==> config.mk <==
export PLATFORM = sky130hd
export DESIGN_NAME = iobus_timer
export DESIGN_NICKNAME = d
export VERILOG_FILES = /design/src/rtl/iobus_timer_pkg.sv /design/src/rtl/iobus_prescaler.sv /design/src/rtl/iobus_timer.sv
export SDC_FILE = /design/constraint.sdc
export NUM_CORES = 1
export LEC_CHECK = 0
export ABC_AREA = 1
export CORE_AREA = 8 8 127 106
export CTS_BUF_LIST = sky130_fd_sc_hd__clkbuf_8
export CTS_CLUSTER_DIAMETER = 30
export DETAILED_ROUTE_END_ITERATION = 12
export DIE_AREA = 0 0 135 114
export DONT_BUFFER_PORTS = 1
export GPL_TIMING_DRIVEN = 0
export PLACE_DENSITY = 0.87
export SETUP_SLACK_MARGIN = 0.05
export SLEW_MARGIN = 25
export SYNTH_ARGS = -nofsm -noshare
export SYNTH_HDL_FRONTEND = slang
export SYNTH_SLANG_ARGS = --single-unit
export TNS_END_PERCENT = 30
==> constraint.sdc <==
create_clock -name CLK -period 7.6 [get_ports CLK]
set_input_delay 1.52 -clock CLK [delete_from_list [all_inputs] [get_ports CLK]]
set_output_delay 1.52 -clock CLK [all_outputs]
set_load 0.005 [all_outputs]
==> src/rtl/iobus_timer_pkg.sv <==
// Shared constants and types for the IOBUS down-counting timer.
package iobus_timer_pkg;

  localparam logic [31:0] OFF_CTRL     = 32'h00;
  localparam logic [31:0] OFF_PRESCALE = 32'h04;
  localparam logic [31:0] OFF_LOAD     = 32'h08;
  localparam logic [31:0] OFF_COUNT    = 32'h0C;
  localparam logic [31:0] OFF_STATUS   = 32'h10;

  localparam int unsigned CTRL_EN   = 0;
  localparam int unsigned CTRL_AUTO = 1;
  localparam int unsigned CTRL_IRQ  = 2;

  typedef enum logic [1:0] {
    IDLE,
    RUN,
    DONE
  } timer_state_t;

endpackage

==> src/rtl/iobus_prescaler.sv <==
// Free-running prescaler: counts 0..limit while enabled, tick marks the terminal cycle.
module iobus_prescaler #(
  parameter int unsigned PRESCALE_W = 16
) (
  input  logic                  clk,
  input  logic                  reset,
  input  logic                  clear,
  input  logic                  enable,
  input  logic [PRESCALE_W-1:0] limit,
  output logic                  tick
);

  logic [PRESCALE_W-1:0] r_cnt;

  assign tick = enable && (r_cnt == limit);

  // A count already past a freshly lowered limit runs on to all-ones and wraps naturally.
  always_ff @(posedge clk or posedge reset) begin
    if (reset) begin
      r_cnt <= '0;
    end else if (clear) begin
      r_cnt <= '0;
    end else if (enable) begin
      r_cnt <= tick ? '0 : r_cnt + PRESCALE_W'(1);
    end
  end

endmodule

==> src/rtl/iobus_timer.sv <==
// IOBUS responder timer: register file, address decode, run-state machine and interrupt.
module iobus_timer
  import iobus_timer_pkg::*;
#(
  parameter logic [31:0] BASE_ADDR  = 32'h1100_0100,
  parameter int unsigned PRESCALE_W = 16
) (
  input  logic        CLK,
  input  logic        RESET,
  input  logic [31:0] IOBUS_ADDR,
  input  logic [31:0] IOBUS_OUT,
  input  logic        IOBUS_WR,
  output logic [31:0] RD_DATA,
  output logic        RD_HIT,
  output logic        INTR
);

  logic [2:0]            r_ctrl;
  logic [PRESCALE_W-1:0] r_prescale;
  logic [31:0]           r_load;
  logic [31:0]           r_count;
  logic                  r_expired;
  timer_state_t          r_state;

  logic [31:0] w_off;
  logic        w_hit;
  logic        w_wr_ctrl;
  logic        w_wr_status;
  logic        w_start;
  logic        w_stop;
  logic        w_tick;

  // Subtracting the base tolerates any word-aligned base, not just 32-byte aligned ones.
  assign w_off       = IOBUS_ADDR - BASE_ADDR;
  assign w_hit       = (w_off[1:0] == 2'b00) && (w_off <= OFF_STATUS);
  assign w_wr_ctrl   = IOBUS_WR && w_hit && (w_off == OFF_CTRL);
  assign w_wr_status = IOBUS_WR && w_hit && (w_off == OFF_STATUS);
  assign w_start     = w_wr_ctrl && IOBUS_OUT[CTRL_EN] && !r_ctrl[CTRL_EN];
  assign w_stop      = w_wr_ctrl && !IOBUS_OUT[CTRL_EN];

  iobus_prescaler #(
    .PRESCALE_W(PRESCALE_W)
  ) u_prescaler (
    .clk   (CLK),
    .reset (RESET),
    .clear (w_start),
    .enable(r_state == RUN),
    .limit (r_prescale),
    .tick  (w_tick)
  );

  always_ff @(posedge CLK or posedge RESET) begin
    if (RESET) begin
      r_ctrl     <= '0;
      r_prescale <= '0;
      r_load     <= '0;
    end else if (IOBUS_WR && w_hit) begin
      if (w_off == OFF_CTRL)     r_ctrl     <= IOBUS_OUT[2:0];
      if (w_off == OFF_PRESCALE) r_prescale <= IOBUS_OUT[PRESCALE_W-1:0];
      if (w_off == OFF_LOAD)     r_load     <= IOBUS_OUT;
    end
  end

  // The expiry set is assigned after the W1C clear so a coincident set wins.
  always_ff @(posedge CLK or posedge RESET) begin
    if (RESET) begin
      r_state   <= IDLE;
      r_count   <= '0;
      r_expired <= 1'b0;
    end else begin
      if (w_wr_status && IOBUS_OUT[0]) r_expired <= 1'b0;
      if (w_start) begin
        r_state <= RUN;
        r_count <= r_load;
      end else if (w_stop) begin
        r_state <= IDLE;
      end else if ((r_state == RUN) && w_tick) begin
        if (r_count != 32'd0) begin
          r_count <= r_count - 32'd1;
        end else begin
          r_expired <= 1'b1;
          if (r_ctrl[CTRL_AUTO]) r_count <= r_load;
          else                   r_state <= DONE;
        end
      end
    end
  end

  always_comb begin
    RD_DATA = '0;
    unique case (w_off)
      OFF_CTRL:     RD_DATA = {29'b0, r_ctrl};
      OFF_PRESCALE: RD_DATA = 32'(r_prescale);
      OFF_LOAD:     RD_DATA = r_load;
      OFF_COUNT:    RD_DATA = r_count;
      OFF_STATUS:   RD_DATA = {31'b0, r_expired};
      default:      RD_DATA = '0;
    endcase
  end

  assign RD_HIT = w_hit;
  assign INTR   = r_expired & r_ctrl[CTRL_IRQ];

endmodule
# After elaboration in Yosys (flattened, before gate mapping)
# Cells that the tools add are included.
dict set report totals {
  register_bits 102
  out_inout_bits 34
  in_bits 67
}
dict set report op_classes {
  n_bitwise 1
  eq_ne 9
  addsub 3
  n_mux 19
  n_lt_le_gt_ge 1
  n_reduce_logical 24
}
# operator n
set op_table {}
lappend op_table {{two-way mux 32 bit} 5}
lappend op_table {{case mux 32 bit (5 select lines)} 1}
lappend op_table {{== test 32 x 4 -> 1 bit, second input constant} 2}
lappend op_table {{two-way mux 16 bit} 3}
lappend op_table {{== test 32 x 3 -> 1 bit, second input constant} 1}
lappend op_table {{== test 32 x 5 -> 1 bit, second input constant} 1}
lappend op_table {{less-or-equal comparator 32 x 5 -> 1 bit, second input constant} 1}
lappend op_table {{logical NOT 32 bit} 1}
lappend op_table {{nonzero test 32 bit} 1}
lappend op_table {{subtractor 32 x 1 -> 32 bit, second input constant} 1}
lappend op_table {{subtractor 32 x 29 -> 32 bit, second input constant} 1}
lappend op_table {{adder 16 x 1 -> 16 bit, second input constant} 1}
lappend op_table {{== test 16 bit} 1}
lappend op_table {{logical AND 1 bit} 10}
lappend op_table {{two-way mux 2 bit} 5}
lappend op_table {{AND reduction 2 bit} 3}
lappend op_table {{AND reduction 3 bit} 2}
lappend op_table {{nonzero test 3 bit} 2}
lappend op_table {{two-way mux 1 bit} 5}
lappend op_table {{nonzero test 2 bit} 2}
lappend op_table {{inequality test 3 x 1 -> 1 bit, second input constant} 1}
lappend op_table {{inequality test 3 x 2 -> 1 bit, second input constant} 1}
lappend op_table {{== test 2 x 1 -> 1 bit, second input constant} 1}
lappend op_table {{logical NOT 1 bit} 2}
lappend op_table {{other kinds (3)} 3}

# Depth between registers and ports, before layout
# Gate-level depths: netlist of the first run.
dict set report logic_depth {
  depth_word 11
  ltp_mapped 19
}

# By module
# Synthesis of the first run repeated with hierarchy kept, for this count alone.
dict set report hier_totals {
  cells_unflattened 1279
  hier_area_um2 8020.2
}
# mod cells_each seq_area_each_um2 area_per_inst_um2 instances
set by_module_without_submodules {}
lappend by_module_without_submodules {iobus_timer 1060 2152.1 6713.9 1}
lappend by_module_without_submodules {iobus_prescaler 219 400.4 1306.3 1}

# Worst setup path before layout of the first run
# OpenSTA, ideal clock, no wires.
dict set report synth_path {
  kind {input to output}
  start {in IOBUS_ADDR[8]}
  end {out RD_DATA[1]}
  arrival_ns 3.303
  stages 16
  required_ns 6.080
  slack_ns 2.777
  n_path_buf 1
  cell_sequence {nor2_2 > nand2_1 > nor2_4 > nand2_2 > nand2_2 > nand2_2 > nand2_2 > nand2_1 > nor3b_2 > nand4_1 > nor2_4 > nand2_1 > nor2_4 > buf_4 > nand2_1 > nand3_1}
}
dict set report synth_between {
  elab_chain_cells 3
  elab_cells_between_ends 7
  classes_between {add/sub: 1; eq/ne: 4; mux: 1; reduce/logical: 1}
}
# item line
set synth_lines {}
lappend synth_lines {{start: declaration} iobus_timer.sv:10} ;# input logic [31:0] IOBUS_ADDR,
lappend synth_lines {{subtractor 32 x 29 -> 32 bit (*)} iobus_timer.sv:34} ;# assign w_off = IOBUS_ADDR - BASE_ADDR;
lappend synth_lines {{== test 32 x 5 -> 1 bit, or another cell as far along} iobus_timer.sv:91} ;# unique case (w_off)
lappend synth_lines {{case mux 32 bit (5 select lines) (*)} iobus_timer.sv:91}
lappend synth_lines {{end: declaration} iobus_timer.sv:13} ;# output logic [31:0] RD_DATA,
# Every way passes the cells marked *; elsewhere a longest branch is shown, timed or not.

# Worst setup path after layout of the first run
dict set report layout_path {
  start {in IOBUS_ADDR[8]}
  end {out RD_DATA[7]}
}
# The elaborated chain is that of the path after synthesis.

==> out/qor.yml, run 1 <==
synth-seq-cells: 102
grt_max_degree: 74
n_fill_cell: 955
seq_area_frac_synth_pct: 32.4
vias: 8406
portBuffers: 0
insertion_delay_ns: 0.39
fmax_ghz: 0.179
crit_top_cell: "nand2_1"
synth_area_um2: 7890
yosysUniqueCellTypes: 42
place.detailed.hpwl_mm: 17.8
via_per_inst: 5.94
antenna_found_initial: 0
cts_resized: 0
syn_nets: 1320
ant_nets: 0
arrival_ns: 4.05
synth_top_cell_area_share_pct: 32.4
netlist_instances: 1250
clock-root-buffer: "clkbuf_8"
leakage_nw: 4.53
clk_pin_slew_worst_paths_ns: 0.11
drc_errors: 0
final_hold_viol_count: 0
wl_per_cell_um: 16.5
slew_violations: 0
timing.final.ws_setup_ns: 2.03
grtUsageTotal_pct: 29.9
yosysWarnings: 0
min_to: "r_ctrl[0]"
ir_worst_vdd_uv: 107
async_flop_share_pct: 100
cts_buffer_depth: 2
maxSlewHeadroom_pct: 52.2
yosysMostFrequentCell: "nand2_1"
synthFlopType: "dfrtp_1"
cts_hold_buffers: 0
worstPathRequired_ns: 6.08
synth_area_leaders: "dfrtp_1, nand2_1, inv_1"
dieArea_um2: 15400
drt_iter0_drc: 977
min_period_ns: 5.57
grt_pass1_vias: 7482
post-place-ws_ns: 2.14
r2r-end: "r_count[10]"
cp_slowest_cell: "buf_4"
critPathCaptureType: "output pin"
grt_pass1_wl_mm: 37.3
hp-start: "r_ctrl[0]"
core_um2: 11300
syn_to_final_growth_pct: 5.05
die_h_um: 114
synthTopCellsByCount: "nand2_1, inv_1, dfrtp_1, o21ai_0, nor2_1"
finalWirelength_mm: 23.4
rsz0062_at_grt: "no"
firstDrtPassIters: 7
reg2reg_slack_ns: 4.78
crit_chain: "nor2_2 -> nand2_1 -> nor2_4 -> nand2_1 -> nand2_1 -> nand2_1 -> nor2_1 -> nand4_1 -> nor2_1 -> nand4_1 -> nor2_4 -> nand3_4 -> inv_2 -> buf_4 -> nand2_1 -> nand3_1"
worstMarginPinSlew_ns: 0.717
nets: 1332
drive_gt1_share_pct: 6.24
hold_path.class: "reg2reg"
critPathKind: "in2out"
top_level_ports: 101
clkSinkCount: 102
setup-violations-final: 0
synth.largest_area_cell: "dfrtp_1"
avgSynthCellArea_um2: 6.31
rr_worst_depth: 12
max_stage_delay_ns: 0.26
fin_crit_sh_pct: 73.3
reg2reg_from: "r_count[19]"
cp_max_fo: 10
cts_setup_buffers: 0
hold_depth: 1
grt-ovfl-total: 0
tns_ns: 0
cts_buffers: 9
die_x_um: 135
status: "finished, final reports clean"
htreeDepth: 3
gp_congestion: 0.988
synth_edf_count: 0
row_count: 35
tritoncts: "built"
pwr_density_cell_nw_per_um2: 112
antenna_cells: 0
critPathLaunchType: "primary input"
start_util_pct: 69.8
drv_cap: 0
finClkSkew_ns: 0.0118
[worst max-delay path: cells and delay by family]
family,cells,cell delay (ns)
buffers and inverters,2,0.51
AND/OR/NAND/NOR,14,2.01
[worst max path at each step]
stage                       start         end  slack [ns]
global route        IOBUS_ADDR[8]  RD_DATA[7]        1.85
finish              IOBUS_ADDR[8]  RD_DATA[7]        2.03
floorplan           IOBUS_ADDR[8]  RD_DATA[1]        2.78
detailed placement  IOBUS_ADDR[8]  RD_DATA[5]        2.14
CTS                 IOBUS_ADDR[8]  RD_DATA[5]        2.13
global placement    IOBUS_ADDR[8]  RD_DATA[6]        2.15
[layout by cell type, fill, tap and decap left out, types with 5 or more instances in the layout]
cell type  instances
nor3_1            17
o211ai_1           8
clkbuf_8           9
nor2_1            92
dfrtp_1          102
nor4_1             7
or2_2              6
xor2_1            28
a21oi_1           12
buf_4              6
inv_1            179
nor2_4             8
nand2_2           10
nand2_1          431
buf_6              5
nand3_1           83
nand4_1           59
xnor2_1            7
nand3b_1           6
buf_2             10
o22ai_1           10
o21ai_0           99
clkbuf_1          25
[cells by family (layout without fill, tap and decap cells)]
group	after synthesis	after routing	share of synthesized area [%]
AO/OA/AOI/OAI	141	141	9.73
AND/OR/NAND/NOR	738	738	41.6
flip-flops	102	102	32.4
XOR/XNOR	35	35	3.89
buffers and inverters	231	248	11.9
adder cells (fa/ha/maj)	3	3	0.476
[layout make-up]
cell class	count	area [um2]	share of cell area, %
clock buffers	9	124	1.50
multi-input cells	917	4390	53.0
clock inverters	7	56.3	0.680
flip-flops and latches	102	2550	30.8
well taps	148	185	2.24
repair buffers	1	27.5	0.332
plain buffers	47	249	3.01
inverters	184	696	8.40
[routing by layer]
layer / routed length, um / track usage (%) / vias up
li1: - / - / 4011
met1: 9950 / 42.7 / 3868
met2: 9850 / 43.0 / 492
met3: 3240 / 9.23 / 35
met4: 340 / 6.79 / 0
met5: 0 / 0 / -
[flip-flops by register name, summed over array words and instances, names as in the netlist]
signal / cells
r_count: 32
r_ctrl: 3
r_expired: 1
r_load: 32
r_prescale: 16
r_state: 2
u_prescaler.r_cnt: 16
[metrics by stage]
stage | area, um2 | utilization [%] | hold slack, ns | total power, mW | cells
6_report | 8280 | 73.3 | 0.516 | 0.930 | 1415
3_5_place_dp | 8100 | 71.7 | 0.491 | 0.604 | 1399
2_1_floorplan | 7890 | - | 0.463 | 0.592 | 1250
5_1_grt | 8280 | 73.3 | 0.555 | 0.956 | 1415
4_1_cts | 8280 | 73.3 | 0.516 | 0.930 | 1415
3_3_place_gp | 8070 | 71.4 | 0.478 | 0.601 | 1398
[power breakdown]
| part | switching (mW) | total (mW) | leakage [nW] | internal, mW |
|---|---|---|---|---|
| clock | 0.213 | 0.336 | 0.0842 | 0.123 |
| sequential | 0.00000000661 | 0.542 | 1.25 | 0.542 |
| combinational | 0.0378 | 0.0514 | 3.19 | 0.0136 |
| total | 0.251 | 0.930 | 4.53 | 0.679 |
(Power assumes the default switching activity.)
==> run 2, diff against run 1 <==
- ABC_AREA: 1 -> 0
- CORE_AREA: 8 8 127 106 -> 8 8 126 105
- DIE_AREA: 0 0 135 114 -> 0 0 134 113
- PLACE_DENSITY: 0.87 -> 0.78
- clock period: 7.6 -> 5.1 ns (I/O delays scaled with it)
==> out/qor.yml, run 2 <==
reg2reg_slack_ns: 1.91  # -2.87 ns
drc_errors: 0  # unchanged
synth_area_leaders: "dfrtp_1, mux2_2, nor2_1"
final_hold_viol_count: 0  # unchanged
cp_max_fo: 10  # unchanged
worstPathRequired_ns: 4.08  # -2.00 ns
netlist_instances: 657  # -47%
htreeDepth: 3  # unchanged
grt-ovfl-total: 0  # unchanged
mostFrequentLayoutCells: "dfrtp_1, nor2_1, mux2_2"
die_x_um: 134  # -0.74%
mostFrequentLayoutCell: "dfrtp_1"
critPathLaunchType: "primary input"
rr_worst_depth: 10  # -2
portBuffers: 0  # unchanged
rsz0062_at_grt: "no"
grt_max_degree: 62  # -16%
slew_violations: 0  # unchanged
r2r-end: "r_count[29]"
top_regs: "r_count (32), r_load (32)"
grt_pass1_vias: 5419  # -28%
cts_hold_buffers: 0  # unchanged
tritoncts: "built"
reg2reg_from: "u_prescaler.r_cnt[3]"
setup-violations-final: 0  # unchanged
post-place-ws_ns: 0.557  # -1.58 ns
drt_iter0_drc: 484  # -50%
seq_area_frac_synth_pct: 39.2  # +6.8 points
grt_pass1_wl_mm: 29.6  # -21%
ir_worst_vdd_uv: 191  # +79%
fmax_ghz: 0.218
start_util_pct: 58.4  # -11 points
hold_path.class: "in2async"
top_level_ports: 101  # unchanged
antenna_cells: 0  # unchanged
place.detailed.hpwl_mm: 13.8  # -23%
row_count: 35  # unchanged
yosysWarnings: 0  # unchanged
finalWirelength_mm: 18.3  # -22%
die_h_um: 113  # -0.88%
yosysUniqueCellTypes: 77  # +83%
fin_crit_sh_pct: 90.1
ant_nets: 0  # unchanged
gp_congestion: 0.912  # -7.7%
pwr_density_cell_nw_per_um2: 194  # +73%
yosysMostFrequentCell: "dfrtp_1"
synth_edf_count: 0  # unchanged
avgSynthCellArea_um2: 9.92  # +57%
async_flop_share_pct: 100  # unchanged
syn_to_final_growth_pct: 6.05
tns_ns: 0  # unchanged
cts_resized: 0  # unchanged
maxSlewHeadroom_pct: 37.2  # -15 points
firstDrtPassIters: 5  # -2
cp-startpoint: "IOBUS_ADDR[19]"
synthTopCellsByCount: "dfrtp_1, nor2_1, mux2_2, nor3_1, o21ai_0"
syn_nets: 727  # -45%
synth-seq-cells: 102  # unchanged
synthFlopType: "dfrtp_1"
vias: 5411  # -36%
synth.largest_area_cell: "dfrtp_1"
synth_top_cell_area_share_pct: 39.2  # +6.8 points
timing.final.ws_setup_ns: 0.507  # -1.52 ns
whs_ns: 0.484  # -0.0320 ns
cts_buffer_depth: 2  # unchanged
n_fill_cell: 931  # -2.5%
clock-root-buffer: "clkbuf_8"
antenna_found_initial: 0  # unchanged
crit_end: "RD_DATA[16]"
finClkSkew_ns: 0.0135  # +0.00170 ns
core_um2: 11200  # -1.2%
final_cell_area_um2: 6910  # -17%
dieArea_um2: 15100  # -1.6%
grtUsageTotal_pct: 24.5  # -5.3 points
via_per_inst: 6.58  # +11%
synth_area_um2: 6520  # -17%
wl_per_cell_um: 22.2  # +35%
place_area_um2: 6740  # -17%
critPathCaptureType: "output pin"
cts_buffers: 9  # unchanged
nets: 739  # -45%
clk_pin_slew_worst_paths_ns: 0.10  # about the same
leakage_nw: 2.98  # -34%
cts_setup_buffers: 0  # unchanged
clkSinkCount: 102  # unchanged
insertion_delay_ns: 0.38  # about the same
worstMarginPinSlew_ns: 0.940  # +0.224 ns
arrival_ns: 3.57  # -0.48 ns
drv_cap: 0  # unchanged
min_period_ns: 4.59
critPathKind: "in2out"
drive_gt1_share_pct: 21.7  # +15 points
status: "finished, final reports clean"
power_mw: 1.34  # +45%
[run 2: changes by cell type after synthesis, sizes merged, moves of 55 or more]
cell / before / now
nand3: 87 / 19
nand2: 441 / 26
inv: 183 / 18
o21ai: 102 / 35
mux2: 0 / 65
nand4: 61 / 6
[run 2: per-stage QoR]
step | utilization (%) | instances
after floorplan | - | 657
after global routing | 61.9 | 822
after CTS | 61.9 | 822
after global placement | 60.0 | 805
after detailed placement | 60.3 | 806
final | 61.9 | 822
[run 2: where the power goes]
| group | internal, mW | switching (mW) | total (mW) |
|---|---|---|---|
| Combinational | 0.0199 | 0.0425 | 0.0624 |
| Clock | 0.189 | 0.285 | 0.474 |
| Sequential | 0.808 | 0.00000000763 | 0.808 |
| Total | 1.02 | 0.327 | 1.34 |
[run 2: cell type report]
class / count / area [um2] / area share (%)
Multi-Input combinational cell: 500 / 3670 / 53.0
Sequential cell: 102 / 2550 / 36.9
Buffer: 37 / 233 / 3.37
Tap cell: 148 / 185 / 2.68
Clock buffer: 10 / 138 / 1.99
Inverter: 18 / 72.6 / 1.05
Clock inverter: 6 / 38.8 / 0.561
Timing Repair Buffer: 1 / 27.5 / 0.398
[run 2: per-layer routing]
metal	wire length, um	GRT usage, %	up-vias
met4	278	7.09	0
li1	-	-	2451
met1	7720	32.2	2678
met5	0	0	-
met2	8270	37.9	257
met3	1990	8.06	25
[run 2: critical path, cell delays in order]
cell,delay (ns)
nor4_2,0.30
nand4_1,0.18
o21a_2,0.29
mux2i_4,0.23
a2111o_2,0.53
nor2_4,0.13
nand2_1,0.27
clkbuf_1,0.35
nor2_1,0.26
[run 2: worst min-delay path by stage]
stage / from / endpoint / slack (ns) / depth (start not counted)
floorplan: r_load[1] / r_count[1] / 0.47 / 1
global placement: r_load[1] / r_count[1] / 0.50 / 1
detailed placement: r_load[20] / r_count[20] / 0.53 / 1
CTS: RESET / r_ctrl[2] / 0.49 / 1
global route: RESET / r_ctrl[2] / 0.51 / 1
finish: RESET / r_ctrl[2] / 0.48 / 1
[run 2: cells by family after synthesis]
| logic type | count (synthesis) | synth area share, % |
|---|---|---|
| DFF | 102 | 39.2 |
| AOI/OAI and AO/OA | 135 | 15.3 |
| muxes | 90 | 16.4 |
| adders and majority gates | 3 | 0.576 |
| buffers and inverters | 55 | 4.61 |
| and+or+nand+nor | 244 | 20.2 |
| xor gates and xnor gates | 28 | 3.76 |
==> run 3, diff against run 2 <==
- CELL_PAD_IN_SITES_DETAIL_PLACEMENT: default -> 1
- CELL_PAD_IN_SITES_GLOBAL_PLACEMENT: default -> 2
- CORE_AREA: 8 8 126 105 -> 8 8 203 108
- DIE_AREA: 0 0 134 113 -> 0 0 211 116
- PLACE_DENSITY: 0.78 -> 0.74
==> out/qor.yml, run 3 (synthesis results as in run 2) <==
max_stage_delay_ns: 0.54  # about the same
ant_nets: 0  # unchanged
place.detailed.hpwl_mm: 17.8  # +29%
crit_chain: "nor4_2 -> nand4_1 -> o21a_2 -> mux2i_4 -> a2111o_2 -> nor2_4 -> nand2_1 -> clkbuf_1 -> nor2_1"
top_level_ports: 101  # unchanged
fmax_ghz: 0.214  # -1.6%
syn_to_final_growth_pct: 9.06
drive_gt1_share_pct: 21.9  # +0.26 points
place_area_um2: 6880  # +2.2%
final_cell_area_um2: 7110  # +2.8%
cp.depth: 9  # unchanged
clock-root-buffer: "clkbuf_8"
netSwitchingPower_mw: 0.380  # +16%
maxSlewHeadroom_pct: 28.2  # -9.1 points
reg2reg_from: "u_prescaler.r_cnt[3]"
grtUsageTotal_pct: 19.1  # -5.4 points
finClkSkew_ns: 0.0200  # +0.00658 ns
dp_cells: 924  # +15%
cts_buffers: 9  # unchanged
intPower_mw: 1.08  # +6.0%
clkPwrFrac_pct: 40.0  # +4.7 points
die_x_um: 211  # +57%
cp-startpoint: "IOBUS_ADDR[19]"
n_fill_cell: 2166  # +130%
row_count: 36  # +2.9%
critPathCaptureType: "output pin"
worstPathRequired_ns: 4.08  # about the same
cts_resized: 0  # unchanged
leakage_nw: 3.00  # +0.72%
r2r-end: "r_count[16]"
nets: 740  # +0.14%
reg2reg_slack_ns: 1.66  # -0.25 ns
core_um2: 19100  # +71%
grt_pass1_vias: 5635  # +4.0%
status: "finished, final reports clean"
insertion_delay_ns: 0.41  # +0.03 ns
antenna_found_initial: 2  # +2
crit_buf_inv: 1  # unchanged
via_per_inst: 5.76  # -12%
tritoncts: "built"
mostFrequentLayoutCell: "dfrtp_1"
cts_hold_buffers: 0  # unchanged
cts_setup_buffers: 0  # unchanged
hold_path.class: "in2async"
finalWirelength_mm: 23.0  # +26%
cts_buffer_depth: 2  # unchanged
start_util_pct: 34.2  # -24 points
crit_end: "RD_DATA[22]"
final_hold_viol_count: 0  # unchanged
drv_cap: 0  # unchanged
pwr-share-seq_pct: 55.4  # -4.7 points
fin_crit_sh_pct: 91.5  # +1.5 points
worstMarginPinSlew_ns: 1.08  # +0.136 ns
clkSinkCount: 102  # unchanged
pwr_density_cell_nw_per_um2: 205  # +5.5%
drc_errors: 0  # unchanged
htreeDepth: 3  # unchanged
arrival_ns: 3.65  # +0.08 ns
wl_per_cell_um: 24.4  # +10%
slew_violations: 0  # unchanged
cp_max_fo: 10  # unchanged
ir_worst_vdd_uv: 101  # -47%
portBuffers: 0  # unchanged
grt_pass1_wl_mm: 35.7  # +21%
grt-ovfl-total: 0  # unchanged
drt_iter0_drc: 384  # -21%
tns_ns: 0  # unchanged
rr_worst_depth: 10  # unchanged
die_h_um: 116  # +2.7%
critPathLaunchType: "primary input"
critPathKind: "in2out"
min_period_ns: 4.67  # +0.0745 ns
firstDrtPassIters: 5  # unchanged
top_regs: "r_count (32), r_load (32)"
swShare_pct: 26.1  # +1.7 points
setup-violations-final: 0  # unchanged
rsz0062_at_grt: "no"
fin_cells: 942  # +15%
clk_pin_slew_worst_paths_ns: 0.11  # about the same
cp_slowest_cell: "a2111o_2"
dieArea_um2: 24500  # +62%
gp_congestion: 0.887  # -2.7%
mostFrequentLayoutCells: "dfrtp_1, nor2_1, mux2_2"
cp_top_family: "simple AND/OR/NAND/NOR gates"
vias: 5427  # +0.30%
pwr-share-comb_pct: 4.6  # about the same
grt_max_degree: 56  # -9.7%
## run 3: cell types whose count changed in the layout (fill, tap and decap cells not counted)
cell / previous run / this run
buf_6: 5 / 6
clkinv_4: 2 / 0
diode_2: 0 / 1
clkinv_2: 2 / 0
bufinv_16: 0 / 1
clkinvlp_4: 1 / 0
inv_1: 18 / 17
inv_6: 1 / 6
## run 3: worst min-delay path by stage
| stage | from | endpoint | slack, ns |
|---|---|---|---|
| 3_3_place_gp | r_ctrl[2] | r_ctrl[2] | 0.51 |
| 4_1_cts | RESET | r_load[23] | 0.51 |
| 2_1_floorplan | r_load[1] | r_count[1] | 0.47 |
| 3_5_place_dp | r_ctrl[2] | r_ctrl[2] | 0.52 |
| 6_report | RESET | r_count[29] | 0.51 |
| 5_1_grt | RESET | r_count[29] | 0.54 |
## run 3: area by class of cell
| cell class | instances | area, um2 | share of cell area [%] |
|---|---|---|---|
| clock inverters | 6 | 73.8 | 1.04 |
| plain buffers | 37 | 233 | 3.27 |
| multi-input cells | 500 | 3670 | 51.6 |
| inverters | 18 | 72.6 | 1.02 |
| diodes | 1 | 2.50 | 0.0352 |
| clock buffers | 10 | 138 | 1.94 |
| repair buffers | 2 | 38.8 | 0.546 |
| flip-flops and latches | 102 | 2550 | 35.9 |
| well taps | 266 | 333 | 4.68 |
## run 3: power groups by stage
| stage | sequential [mW] | clock [mW] | combinational, mW |
|---|---|---|---|
| 6_report | 0.808 | 0.584 | 0.0668 |
| 5_1_grt | 0.808 | 0.630 | 0.0737 |
| 4_1_cts | 0.808 | 0.605 | 0.0677 |
| 3_5_place_dp | 0.824 | 0 | 0.0677 |
| 3_3_place_gp | 0.824 | 0 | 0.0621 |
| 2_1_floorplan | 0.824 | 0 | 0.0458 |
## run 3: routing by layer
layer	wire length (um)	up-vias	part of all wire, %	global-route usage [%]
met2	9170	149	40	26.5
li1	-	2452	-	-
met4	206	0	0.89	3.66
met3	1720	17	7.5	5.48
met5	0	-	0	0
met1	11900	2809	52	28.8
## run 3: through the flow
step / utilization, % / hold WS [ns] / total power [mW] / setup slack, ns
global placement: 36.0 / 0.507 / 0.886 / 0.0667
floorplan: - / 0.472 / 0.870 / 1.00
CTS: 37.2 / 0.509 / 1.48 / 0.397
global route: 37.3 / 0.537 / 1.51 / 0.259
finish: 37.3 / 0.513 / 1.46 / 0.433
detailed placement: 36.1 / 0.517 / 0.892 / 0.414
